--- config.mk ---
export PLATFORM = sky130hd
export DESIGN_NAME = dw_sqrt_seq_ctl
export DESIGN_NICKNAME = d
export VERILOG_FILES = /design/src/rtl/dw_sqrt_seq_ctl.sv
export SDC_FILE = /design/constraint.sdc
export NUM_CORES = 1
export LEC_CHECK = 0
export CAP_MARGIN = 5
export CELL_PAD_IN_SITES_DETAIL_PLACEMENT = 1
export CELL_PAD_IN_SITES_GLOBAL_PLACEMENT = 2
export CORE_AREA = 2 2 71 73
export DETAILED_ROUTE_END_ITERATION = 7
export DIE_AREA = 0 0 73 75
export PLACE_DENSITY_LB_ADDON = 0.08
export SYNTH_ARGS = -nofsm -noshare
export SYNTH_HDL_FRONTEND = slang
export SYNTH_SLANG_ARGS = --single-unit
--- constraint.sdc ---
create_clock -name clk -period 1.95 [get_ports clk]
set_input_delay 0.39 -clock clk [delete_from_list [all_inputs] [get_ports clk]]
set_output_delay 0.39 -clock clk [all_outputs]
set_load 0.02 [all_outputs]
--- src/rtl/dw_sqrt_seq_ctl.sv ---
// ============================================================================
// Module   : dw_sqrt_seq_ctl
// Brief    : Iterative restoring square root, one root bit per clock, with
//            start/complete handshake, hold stall and optional signed input.
// Revision : 1.0 - initial release
// ============================================================================
`default_nettype none

module dw_sqrt_seq_ctl #(
   parameter int radicand_width = 8,
   parameter int tc_mode        = 0
) (
   input  logic                              clk,
   input  logic                              rst,
   input  logic                              start,
   input  logic                              hold,
   input  logic [radicand_width-1:0]         radicand,
   output logic                              busy,
   output logic                              complete,
   output logic [(radicand_width+1)/2-1:0]   root,
   output logic [(radicand_width+1)/2:0]     remainder,
   output logic                              neg
);

   localparam int c_r   = (radicand_width + 1) / 2;
   localparam int c_opw = 2 * c_r;
   localparam int c_cw  = (c_r > 1) ? $clog2(c_r) : 1;

   typedef enum logic [1:0] {
      st_idle = 2'd0,
      st_calc = 2'd1,
      st_done = 2'd2
   } state_t;

   state_t r_state;
   state_t w_state_next;

   logic [c_opw-1:0]          r_op;
   logic [c_r+1:0]            r_rem;
   logic [c_r-1:0]            r_root;
   logic [c_cw-1:0]           r_cnt;
   logic                      r_neg;

   logic                      w_accept;
   logic                      w_step;
   logic                      w_last;
   logic                      w_sign;
   logic [radicand_width-1:0] w_mag;
   logic [c_r+1:0]            w_rem_sh;
   logic [c_r+1:0]            w_trial;
   logic                      w_ge;
   logic [c_r+1:0]            w_rem_nx;
   logic [c_r-1:0]            w_root_nx;

   assign w_accept = start && (r_state != st_calc);
   assign w_step   = (r_state == st_calc) && !hold;
   assign w_last   = w_step && (r_cnt == '0);

   // Negating the most negative value wraps to 2^(w-1), which is the correct
   // unsigned magnitude.
   assign w_sign = (tc_mode != 0) && radicand[radicand_width-1];
   assign w_mag  = w_sign ? (-radicand) : radicand;

   // Partial remainder never exceeds 2*root, so only its low R bits survive
   // the shift.
   assign w_rem_sh  = {c_r'(r_rem), r_op[c_opw-1 -: 2]};
   assign w_trial   = {r_root, 2'b01};
   assign w_ge      = (w_rem_sh >= w_trial);
   assign w_rem_nx  = w_ge ? (w_rem_sh - w_trial) : w_rem_sh;
   assign w_root_nx = c_r'({r_root, w_ge});

   always_comb begin
      w_state_next = r_state;
      case (r_state)
         st_idle: if (start)  w_state_next = st_calc;
         st_calc: if (w_last) w_state_next = st_done;
         st_done: w_state_next = start ? st_calc : st_idle;
         default: w_state_next = st_idle;
      endcase
   end

   assign busy     = (r_state == st_calc);
   assign complete = (r_state == st_done);

   always_ff @(posedge clk) begin
      if (rst) begin
         r_state   <= st_idle;
         r_op      <= '0;
         r_rem     <= '0;
         r_root    <= '0;
         r_cnt     <= '0;
         r_neg     <= 1'b0;
         root      <= '0;
         remainder <= '0;
         neg       <= 1'b0;
      end else begin
         r_state <= w_state_next;
         if (w_accept) begin
            r_op   <= c_opw'(w_mag);
            r_rem  <= '0;
            r_root <= '0;
            r_cnt  <= c_cw'(c_r - 1);
            r_neg  <= w_sign;
         end else if (w_step) begin
            r_op   <= r_op << 2;
            r_rem  <= w_rem_nx;
            r_root <= w_root_nx;
            r_cnt  <= r_cnt - c_cw'(1);
            if (r_cnt == '0) begin
               root      <= w_root_nx;
               remainder <= (c_r + 1)'(w_rem_nx);
               neg       <= r_neg;
            end
         end
      end
   end

endmodule

`default_nettype wire

==> results.toml <==
[timing]
period_share_pct = 93.5
hold_viol = 0
maxSlewViolCount = 0
min_period_ns = 1.82
rsz0062_at_grt = "false"
fmax_mhz = 548
final.setup.tns_ns = 0
finalSetupViolCount = 0
finClkSkew_ns = 0.00232

[grt]
grt.total_usage_pct = 14.4
overflow = 0
grt_pass1_wl_um = 5790
antenna_found_initial = 0
grt_pass1_vias = 1237
grt_max_degree = 16

[worst_setup_path]
crit_path_end_kind = "flip-flop"
crit_arrival_ns = 1.99
cp-startpoint = "r_root[0]"
cp.required_ns = 2.11
path_class = "reg2reg"
path_max_fanout = 4
critPathLaunchType = "flip-flop"
r2r-start = "r_root[0]"

[layout]
area_growth_pct = 32.5
final_nets = 215
antenna_cells = 0
instances_no_fill = 251
drive_gt1_share_pct = 13.2

[placed_design]
dp_hpwl_um = 2720
port_buffers = 22
placed_cells = 242
routabilityCongestion = 0.882

[route]
drtIter0Drc = 46
vias = 1216
postRouteAntennaNets = 0
wl_per_cell_um = 14.1
vias_per_cell = 4.84
drt_first_pass_iters = 3
drcViolationCount = 0
wl_um = 3530

[synthesis]
syn_inst = 164
synth_cell_types = 35
synthArstFlopShare_pct = 0
yosysTopAreaCell = "dfxtp_1"
synth_top_cells_by_count = "dfxtp_1 (29), nand2_1 (24), nor2_1 (18)"
yosysTopAreaCellShare_pct = 42.6
synth_most_common_cell = "dfxtp_1"
synth-main-ff-cell = "dfxtp_1"
ys_warn_count = 0
yosysSeqAreaShare_pct = 42.6
synth_area_per_cell_um2 = 8.32
syn-cell-area_um2 = 1360
synth_edf_count = 0
synth_nets = 183
ys_ff_latch = 29
netlist_top_cells_area = "dfxtp_1 (43%), nand2_1 (6.6%), ha_1 (6.4%), a21oi_1 (6.2%), nor2_1 (5.0%)"

[clock_tree]
clk_path_buf_depth = 2
clock_latency_ns = 0.28
cts_hold_buf = 0
cts_tree = "yes"
path_clk_slew_ns = 0.06
root_buffer = "clkbuf_8"
h-tree-depth = 2
cts_made_buffers = 5
cts_num_sinks = 29

[worst_hold_path]
worstHoldPathType = "reg2reg"
holdCritStartpoint = "remainder[0]"

[run]
cap_violations = 0

[floorplan]
fp-row-count = 25
start_util_pct = 29.3
io_pins = 24
die_w_um = 73
die_y_um = 75
dieArea_um2 = 5480
core_um2 = 4660

[power]
power.density_nw_per_um2 = 804
peakVddDrop_mv = 0.307
p_total_mw = 1.45
p_leak_nw = 0.686

[run_status]
outcome = "finished, final reports clean"
[power breakdown]
part           switching (mW)  total, mW  leakage (nW)  internal (mW)
clock network           0.238      0.485        0.0450          0.247
registers              0.0199      0.645         0.237          0.625
logic                   0.171      0.322         0.404          0.151
[logic make-up after synthesis]
kind of cell | share of synthesized area, %
adders and majority gates | 6.42
other | 0.275
muxes | 2.94
and+or+nand+nor | 21.5
AOI/OAI and AO/OA | 18.8
DFF | 42.6
xor gates and xnor gates | 1.93
buffers and inverters | 5.60
[state kept, by name (all words and copies together), names as in the netlist]
name       cells
r_root         4
r_rem          4
r_op           8
root           4
r_state        2
remainder      5
r_cnt          2
[worst paths after layout]
path | end | slack (ns) | cells after the start
max | remainder[1] | 0.13 | 7
min | remainder[0] | 0.45 | 2
min reg2reg | remainder[0] | 0.45 | 2
max reg2reg | remainder[1] | 0.13 | 7
[critical path, stage by stage, from the launching register on]
cell and delay [ns]:
dfxtp_1 0.38, inv_1 0.06, ha_1 0.34, nand4_1 0.14, a21oi_2 0.07, or3_1 0.34
o221ai_1 0.28, a21oi_1 0.10
[final cells by class]
type	count	area, um2
clock buffers	6	72.6
multi-input cells	117	732
inverters	10	37.5
repair buffers	33	305
well taps	54	67.6
fillers	558	2850
flip-flops and latches	29	582
clock inverters	2	10.0
[layer usage]
layer  track usage [%]  wire length [um]  vias up
li1                  -                 -      625
met1              16.7              1590      567
met2              24.7              1750       19
met3              4.42               130        5
met4              6.17                57        0
met5                 0                 0        -
[repair_timing]
action                     4_1_cts  5_1_grt
gates resized for setup          0        6
setup endpoints to repair        0        9
buffers inserted                 0        1
[cell usage in the layout, fill, tap and decap left out, drive strengths merged]
cell	n
buf	11
xnor2	2
and2b	2
a311oi	2
nor2b	3
nor4	1
and2	1
o221ai	2
nand2b	4
nand3b	2
o22ai	3
conb	1
dlymetal6s2s	1
xor2	1
nor3	4
a211oi	7
clkinv	2
ha	7
nand3	1
o31ai	1
o21a	1
inv	10
nand2	24
a21boi	1
clkbuf	6
o21ai	3
a21oi	18
clkdlybuf4s50	21
a22oi	2
nor2	18
or3	1
dfxtp	29
mux2i	4
nand4	1
[through the flow]
stage	hold WS, ns	setup WS [ns]	instance area (um2)	util [%]
global placement	0.443	0.105	1690	36.2
global route	0.480	0.00996	1810	38.8
CTS	0.459	0.0256	1770	38.0
floorplan	0.436	0.217	1360	-
finish	0.455	0.126	1810	38.8
detailed placement	0.450	0.0329	1690	36.2
(Power assumes the default switching activity.)
